==> config.mk <==
export PLATFORM = sky130hd
export DESIGN_NAME = vga_text_box
export DESIGN_NICKNAME = d
export VERILOG_FILES = /design/src/rtl/vga_text_box.sv
export SDC_FILE = /design/constraint.sdc
export NUM_CORES = 1
export LEC_CHECK = 0
export CAP_MARGIN = 25
export CORE_MARGIN = 3
export CORE_UTILIZATION = 40
export CTS_BUF_LIST = sky130_fd_sc_hd__clkbuf_4 sky130_fd_sc_hd__clkbuf_8 sky130_fd_sc_hd__clkbuf_16
export DETAILED_ROUTE_END_ITERATION = 12
export GPL_TIMING_DRIVEN = 0
export PLACE_DENSITY = 0.77
export SLEW_MARGIN = 20
export SYNTH_ARGS = -nofsm -noshare
export SYNTH_HDL_FRONTEND = slang
export SYNTH_SLANG_ARGS = --single-unit
==> constraint.sdc <==
create_clock -name px_clk -period 1.8 [get_ports px_clk]
set_input_delay 0.18 -clock px_clk [delete_from_list [all_inputs] [get_ports px_clk]]
set_output_delay 0.18 -clock px_clk [all_outputs]
set_load 0.02 [all_outputs]
==> src/rtl/vga_text_box.sv <==
// vga_text_box: overlays a ROWS x WIDTH text field onto a pixel stream, with
// per-frame blink and horizontal marquee scroll. Runtime enables are shadowed
// at frame start (x==0, y==0) so a frame is never torn. One cycle latency.
//
// Stream layout (38 bits):
//   [9:0]   x coordinate         [19:10] y coordinate       (pass-through part)
//   [22:20] fg colour            [25:23] bg colour
//   [27:26] zoom                 [28]    ha
//   [36:29] character address    [37]    cs                 (overlay part)
//
// Ports:
//   px_clk     pixel clock
//   reset      synchronous active-high reset
//   in         input pixel stream
//   en         overlay enable, shadowed at frame start
//   blink_en   blink enable, shadowed at frame start
//   scroll_en  marquee enable, shadowed at frame start
//   out        output pixel stream, registered
//   frame_tick registered pulse aligned with the frame-start pixel on out
module vga_text_box #(
   parameter logic [6:0]  LINE       = 7'd0,
   parameter logic [6:0]  COL        = 7'd0,
   parameter int unsigned ROWS       = 1,
   parameter int unsigned WIDTH      = 1,
   parameter logic [1:0]  PZOOM      = 2'b0,
   parameter logic [2:0]  PCOLOR     = 3'b111,
   parameter logic [2:0]  PBGCOLOR   = 3'b000,
   parameter logic [7:0]  OFFSET     = 8'h0,
   parameter logic [7:0]  ROW_STRIDE = 8'd16,
   parameter int unsigned SCROLL_LEN = 16,
   parameter int unsigned SCROLL_DIV = 8,
   parameter int unsigned BLINK_DIV  = 30
) (
   input  logic        px_clk,
   input  logic        reset,
   input  logic [37:0] in,
   input  logic        en,
   input  logic        blink_en,
   input  logic        scroll_en,
   output logic [37:0] out,
   output logic        frame_tick
);

   localparam int unsigned XC_W   = 10;
   localparam int unsigned YC_W   = 10;
   localparam int unsigned P1_W   = XC_W + YC_W;
   localparam int unsigned CELL_W = 7;
   localparam int unsigned CE_W   = CELL_W + 1;
   localparam int unsigned ADDR_W = 8;
   localparam int unsigned CNT_W  = 8;
   localparam int unsigned SCR_W  = (SCROLL_LEN > 1) ? $clog2(SCROLL_LEN) : 1;
   localparam int unsigned SUM_W  = ((SCR_W > CELL_W) ? SCR_W : CELL_W) + 1;
   // Worst-case number of subtractions to bring rel_x+scroll below SCROLL_LEN
   localparam int unsigned NSUB   = (WIDTH + SCROLL_LEN - 2) / SCROLL_LEN;
   localparam logic [CE_W-1:0] COL_END  = CE_W'(32'(COL) + WIDTH);
   localparam logic [CE_W-1:0] LINE_END = CE_W'(32'(LINE) + ROWS);

   logic [XC_W-1:0]   x;
   logic [YC_W-1:0]   y;
   logic              fs;
   logic [CELL_W-1:0] cx, cy, rel_x, rel_y;
   logic              in_field, active;
   logic [SUM_W-1:0]  idx;
   logic [ADDR_W-1:0] addr;
   logic [17:0]       ovl;

   logic              en_s_q, en_s_d;
   logic              blink_s_q, blink_s_d;
   logic              scroll_s_q, scroll_s_d;
   logic [CNT_W-1:0]  bcnt_q, bcnt_d;
   logic              phase_q, phase_d;
   logic [CNT_W-1:0]  scnt_q, scnt_d;
   logic [SCR_W-1:0]  scroll_q, scroll_d;
   logic [37:0]       out_q, out_d;
   logic              tick_q, tick_d;

   assign x  = in[XC_W-1:0];
   assign y  = in[P1_W-1:XC_W];
   assign fs = (x == '0) && (y == '0);
   assign cx = x[XC_W-1:3] >> PZOOM;
   assign cy = y[YC_W-1:3] >> PZOOM;

   // Frame-level state: shadows, blink phase and marquee position.
   // Counters act on the shadows as they were before this frame start.
   always_comb begin
      en_s_d     = en_s_q;
      blink_s_d  = blink_s_q;
      scroll_s_d = scroll_s_q;
      bcnt_d     = bcnt_q;
      phase_d    = phase_q;
      scnt_d     = scnt_q;
      scroll_d   = scroll_q;

      if (fs) begin
         en_s_d     = en;
         blink_s_d  = blink_en;
         scroll_s_d = scroll_en;
      end

      if (!blink_s_q) begin
         bcnt_d  = '0;
         phase_d = 1'b0;
      end else if (fs) begin
         if (bcnt_q == CNT_W'(BLINK_DIV - 1)) begin
            bcnt_d  = '0;
            phase_d = !phase_q;
         end else begin
            bcnt_d = bcnt_q + CNT_W'(1);
         end
      end

      // Disabled marquee freezes in place rather than rewinding
      if (scroll_s_q && fs) begin
         if (scnt_q == CNT_W'(SCROLL_DIV - 1)) begin
            scnt_d   = '0;
            scroll_d = (scroll_q == SCR_W'(SCROLL_LEN - 1)) ? '0 : scroll_q + SCR_W'(1);
         end else begin
            scnt_d = scnt_q + CNT_W'(1);
         end
      end
   end

   // Pixel datapath: field hit test, character address, overlay merge.
   always_comb begin
      in_field = ({1'b0, cx} >= {1'b0, COL})  && ({1'b0, cx} < COL_END) &&
                 ({1'b0, cy} >= {1'b0, LINE}) && ({1'b0, cy} < LINE_END);
      active   = en_s_q && !(blink_s_q && phase_q) && in_field;
      rel_x    = cx - COL;
      rel_y    = cy - LINE;

      // Modulo by compare-subtract; bounded since rel_x < WIDTH, scroll < SCROLL_LEN
      idx = SUM_W'(rel_x) + SUM_W'(scroll_q);
      for (int unsigned k = 0; k < NSUB; k++) begin
         if (idx >= SUM_W'(SCROLL_LEN)) idx = idx - SUM_W'(SCROLL_LEN);
      end

      // Address silently wraps at ADDR_W bits
      addr = OFFSET + ADDR_W'({1'b0, rel_y} * ROW_STRIDE) + ADDR_W'(idx);
      ovl  = {1'b0, addr, 1'b0, PZOOM, PBGCOLOR, PCOLOR};

      out_d = in;
      if (active) out_d[37:P1_W] = in[37:P1_W] | ovl;
      tick_d = fs;
   end

   always_ff @(posedge px_clk) begin
      if (reset) begin
         en_s_q     <= 1'b0;
         blink_s_q  <= 1'b0;
         scroll_s_q <= 1'b0;
         bcnt_q     <= '0;
         phase_q    <= 1'b0;
         scnt_q     <= '0;
         scroll_q   <= '0;
         out_q      <= '0;
         tick_q     <= 1'b0;
      end else begin
         en_s_q     <= en_s_d;
         blink_s_q  <= blink_s_d;
         scroll_s_q <= scroll_s_d;
         bcnt_q     <= bcnt_d;
         phase_q    <= phase_d;
         scnt_q     <= scnt_d;
         scroll_q   <= scroll_d;
         out_q      <= out_d;
         tick_q     <= tick_d;
      end
   end

   assign out        = out_q;
   assign frame_tick = tick_q;

endmodule

# Word-level counts from Yosys, hierarchy flattened
# Index checks and enable logic that the tools add are counted.
[totals]
regBits = 63
input_bits = 43
output_inout_bits = 39
elab_cells = 38
[classes]
add_sub_neg = 5
order_cmp = 2
n_eq_ne = 3
muxes = 4
n_bitwise = 2
n_reduce_logical = 13
[op_table]
columns = ["op", "n"]
rows = [
  ["10-bit zero test", 2],
  ["18-bit 2-to-1 mux", 1],
  ["18-bit by 17-bit bitwise OR with 18-bit output", 1],
  ["8-bit by 1-bit adder with 8-bit output (second input constant)", 2],
  ["8-bit 2-to-1 mux", 2],
  ["7-bit by 1-bit less-than comparator with 1-bit output (second input constant)", 2],
  ["7-bit by 4-bit adder with 8-bit output", 1],
  ["8-bit adder", 1],
  ["8-bit by 3-bit equality test with 1-bit output (second input constant)", 1],
  ["8-bit by 5-bit equality test with 1-bit output (second input constant)", 1],
  ["1-bit logical AND", 6],
  ["4-bit by 1-bit adder with 4-bit output (second input constant)", 1],
  ["4-bit equality test (second input constant)", 1],
  ["4-bit 2-to-1 mux", 1],
  ["2-bit AND reduction", 2],
  ["1-bit zero test", 2],
  ["2-bit OR reduction", 1],
  ["1-bit inverter", 1],
]

# Depth between registers and ports, before layout
[depth]
word_depth = 5
ltp_mapped = 8
depth_no_buf = 8

# Worst setup path before layout
# No wires, ideal clock.
[synth_path]
path_kind = "flip-flop to flip-flop"
startpoint = "register scnt_q[4]"
endpoint = "register scroll_q[3]"
setup_time_ps = 71
arrival_ps = 1847
t_required_ps = 1729
path_slack_ps = -117
stages_incl_launch_ff = 6
n_path_buf = 0
period_less_slack_ps = 1917
cell_sequence = "dfxtp_1 or3_1 or3_4 or3_4 or3b_1 a21oi_1"
[synth_between]
elab_chain_cells = 2
[synth_rtl]
columns = ["item", "line_no", "source"]
rows = [
  ["from (decl)", "72", "logic [CNT_W-1:0] scnt_q, scnt_d;"],
  ["from (signal assigned)", "163", "scnt_q <= scnt_d;"],
  ["8-bit by 3-bit equality test with 1-bit output", "114", "if (scnt_q == CNT_W'(SCROLL_DIV - 1)) begin"],
  ["2-bit AND reduction (no line)", "n/a", ""],
  ["to (signal assigned)", "164", "scroll_q <= scroll_d;"],
  ["to (decl)", "73", "logic [SCR_W-1:0] scroll_q, scroll_d;"],
]
# No other way between the ends.
# A chain may end at the register's enable or synchronous reset.

# Worst setup path in the final report
# Same ends and word-level chain as after synthesis.

==> flow_results.org <==
** Global route
- Number of global-route vias before repair :: 2323
- The first global-routing pass estimated 10700 µm of wire.
- For this run, global-route usage on met1 was measured as 21.81%.
- For met3 alone, demand over resource in global routing was 3.784%.
- In this run the most used layer during global routing was met2.
- Met2 track demand over resource :: 30.71%
- GRT Resource Usage Total :: 18.12%
- Entering global routing, the biggest net connects 13 pins.
- The initial antenna violation count was 0.
- Congestion Overflow GR :: 0

** Clocking
- Count of H-tree levels built during CTS :: 3
- At the later pin of the worst-skew pair, clock insertion delay measures 0.34 ns.
- TritonCTS built the clock tree.
- Clock edge transition at the registers on the reported setup and hold paths :: 0.07 ns
- Buffers inserted to repair hold after CTS numbered 0.
- Maximum count of clock buffers along a single path :: 2
- Root Driver :: sky130_fd_sc_hd__clkbuf_8
- Number of clock sinks :: 63
- Number of buffers created by CTS :: 9

** Timing
- Slew at the pin closest to its max-slew limit :: 0.5231 ns
- Setup slack of the critical path after layout :: -0.1746 ns
- Ratio of final minimum period to clock period :: 109.7%
- Slew HR :: 65.13%
- The final hold violation count came to 0.
- Across the routed clock network, the largest skew measured is 0.005508 ns.
- Unrepaired setup endpoints after global routing :: true
- Final period demand of the worst path :: 1.975 ns
- Total count of max-transition violations in the final report :: 0
- Total negative slack :: -0.3709 ns
- Final-report setup violation count :: 4
- Across all hold checks on the routed design, the worst slack comes to 0.2738 ns.
- Timing would allow up to 0.5064 GHz.

** Setup path
- CP top delay family :: simple AND/OR/NAND/NOR gates
- Cell count along the critical path :: 5
- Worst Setup Path Type :: reg2reg
- Most Frequent Cell on Critical Path :: sky130_fd_sc_hd__or3_4
- Maximum fanout along the worst path :: 2
- Slowest stage cell on the critical path :: sky130_fd_sc_hd__or3b_1
- In this run the worst setup path begins at scnt_q[4]$_SDFFE_PP0P_.
- Critical path required time :: 2.07 ns
- For flop-to-flop paths, the worst setup slack is -0.17 ns.
- The number of cells on the worst reg-to-reg path is 5.
- The endpoint identified for the worst register-to-register timing path is scroll_q[3]$_SDFFE_PP0P_.
- Traced cell by cell, the critical path runs through or3_4, or3_4, or3_4, or3b_1, a21oi_2.
- In this run the critical register-to-register path is launched from scnt_q[4]$_SDFFE_PP0P_.
- Startpoint kind of the worst setup timing path :: flip-flop
- Data arrival, critical path :: 2.25 ns
- Type of element capturing the critical path :: flip-flop
- In this design, the stage delay of the slowest critical-path cell is 0.39 ns.
- Together, buffers and inverters on the worst path number 0.

** Route
- For this block, the via count after detailed routing is 2412.
- Count of TritonRoute iterations in the first routing pass :: 4
- Initial detailed-routing violation count :: 80
- The detail route stage leaves a number of antenna-violating nets equal to 0.
- In the final routed layout, each cell accounts on average for 14.40 µm.
- Number of remaining DRC errors :: 0
- Total wirelength of the detailed-routed design :: 6724 µm
- Routed via count divided by cell count :: 5.165

** Power and ir drop
- Switching share of power :: 22.68%
- Clock share of power :: 45.1%
- Sequential share of power :: 43.9%
- Ratio of total power to cell area :: 831.1 nW/µm²
- Summed over all nets, the switching power comes to 0.7473 mW.
- In this run, the combinational gates consume 11.1% of the power.
- For this design the static power due to leakage is 1.502 nW.
- Across the VDD grid, the largest voltage drop is 0.6664 mV.
- Internal cell power :: 2.547 mW
- The design draws 3.294 mW.

** Synth
- Distinct cell type count of the synthesized netlist :: 44
- Cell count after synthesis :: 287
- Warning count from the yosys run :: 0
- Synthesis inferred 63 register bits.
- Summing the sequential cell areas from Yosys gives 48.05% of the chip area.
- Synth Cell Area :: 2625 µm²
- The number of nets handed over by synthesis was 342.
- Dividing the synthesized area by the synthesized cell count gives 9.146 µm².

** Flow run
- The tool flagged a number of max-cap violations equal to 0.

** Place
- The number of placed instances, taps included, is 443.
- Pre-CTS worst setup slack :: -0.7428 ns
- Port buffering added 81 buffers.
- At the end of routability-driven placement, the weighted congestion stood at 0.8451.
- Placed Instance Area :: 3537 µm²
- Post-detailed-placement half-perimeter wirelength :: 4760 µm

** Layout
- Commonest cells after routing, fill and taps aside :: sky130_fd_sc_hd__clkdlybuf4s50_1, sky130_fd_sc_hd__dfxtp_1, sky130_fd_sc_hd__nor2_1, sky130_fd_sc_hd__nor2b_1, sky130_fd_sc_hd__a21oi_1
- Number of nets in the layout :: 442
- Syn-to-layout area delta :: 51.00%
- The post-route netlist has 15.05% of its cells at a drive strength greater than 1.
- Count of non-filler cells in the finished layout :: 467
- Final Instance Area :: 3964 µm²
- At the end of the flow the core is filled with cells to 64.65%.
- # diodes :: 0
- The library cell used most frequently in the layout, excluding fill and tap cells, is sky130_fd_sc_hd__clkdlybuf4s50_1.

** Die
- 82 I/O pins were placed.
- The initialized floorplan defines 28 standard-cell rows.
- The floorplan step set the die width to 87.01 µm.
- Chip Height :: 87.01 µm
- Core Area :: 6131 µm²
- The initial utilization of the core area, before any placement, comes to 42.82%.
- The die covers 7571 µm².

** Hold path
- The worst hold path terminates at out[17]$_SDFF_PP0_.
- Along the worst hold path, the cell count comes to 2.
- The startpoint identified for the worst hold timing path is in[17].
- The tightest min-delay check is of the in2reg type.

** Status
- The flow ran to the end, but the final reports show violations.
- The checks that failed: setup timing.
layer usage:
metal	wire length (µm)	vias to the layer above
li1	-	1203
met1	2807	1116
met2	3319	81
met3	486	12
met4	110	0
met5	0	-
timing repair:
item                                    in CTS  in global routing
pin swaps                                    8                  7
endpoints found under the setup margin      32                 16
resized for setup                           30                 21
setup buffers                                8                  0
endpoints found under the hold margin        0                  0
cells in the mapped netlist (all sizes together):
library cell | count | area share, %
dfxtp | 63 | 48
nor2 | 34 | 4.9
nor2b | 30 | 7.1
a21oi | 23 | 4.4
nand2 | 18 | 2.6
ha | 11 | 5.2
o21ai | 11 | 2.1
inv | 10 | 1.4
nand3 | 10 | 1.9
clkbuf | 8 | 1.1
or3 | 8 | 2.3
nor4 | 6 | 2.1
a31oi | 5 | 1.2
and3 | 5 | 1.2
nand2b | 5 | 1.2
nand4 | 4 | 1.2
mux2i | 3 | 1.1
or3b | 3 | 1.0
or4 | 3 | 0.91
xnor2 | 3 | 1.0
a21o | 2 | 0.57
a41o | 2 | 0.76
o211ai | 2 | 0.57
o41ai | 2 | 0.67
xor2 | 2 | 0.67
a211o | 1 | 0.33
a211oi | 1 | 0.29
a311oi | 1 | 0.33
a31o | 1 | 0.33
and4 | 1 | 0.33
buf | 1 | 0.14
fa | 1 | 0.76
nand4bb | 1 | 0.43
nor3 | 1 | 0.19
nor4b | 1 | 0.33
o21a | 1 | 0.29
o311ai | 1 | 0.33
or2 | 1 | 0.24
or2b | 1 | 0.29
how the worst max path moves through the flow:
stage | slack [ns] | end
finish | -0.17 | scroll_q[3]$_SDFFE_PP0P_
global placement | -0.69 | scnt_q[5]$_SDFFE_PP0P_
floorplan | -0.12 | scroll_q[3]$_SDFFE_PP0P_
CTS | -0.24 | scroll_q[3]$_SDFFE_PP0P_
global route | -0.22 | scroll_q[3]$_SDFFE_PP0P_
detailed placement | -0.74 | scnt_q[5]$_SDFFE_PP0P_
power groups by stage:
| stage | Clock, mW | Sequential [mW] | Combinational [mW] |
|---|---|---|---|
| 2_1_floorplan | 0 | 1.54 | 0.0881 |
| 3_3_place_gp | 0 | 1.48 | 0.355 |
| 5_1_grt | 1.58 | 1.45 | 0.393 |
| 6_report | 1.49 | 1.45 | 0.364 |
| 4_1_cts | 1.51 | 1.45 | 0.359 |
| 3_5_place_dp | 0 | 1.48 | 0.361 |
kinds of logic after synthesis:
family / synth area share [%]
flip-flops: 48.05
AND/OR/NAND/NOR: 28.27
AO/OA/AOI/OAI: 12.15
multiplexers: 1.144
buffers and inverters: 2.717
adder cells (fa/ha/maj): 6.006
XOR/XNOR: 1.669
state kept, by name, indices dropped and copies added, names as in the netlist:
name        count
en_s_q          1
phase_q         1
frame_tick      1
blink_s_q       1
out            38
bcnt_q          8
scroll_s_q      1
scroll_q        4
scnt_q          8
area by class of cell:
cell class                      instances  area (µm²)
Timing Repair Buffer                   89       854.6
Buffer                                  9       36.28
Fill cell                             490        2167
Clock buffer                            9       123.9
Multi-Input combinational cell        205        1420
Tap cell                               75       93.84
Clock inverter                          7       121.4
Inverter                               10       37.54
Sequential cell                        63        1276
No activity file was read; power rests on OpenSTA's default activity.
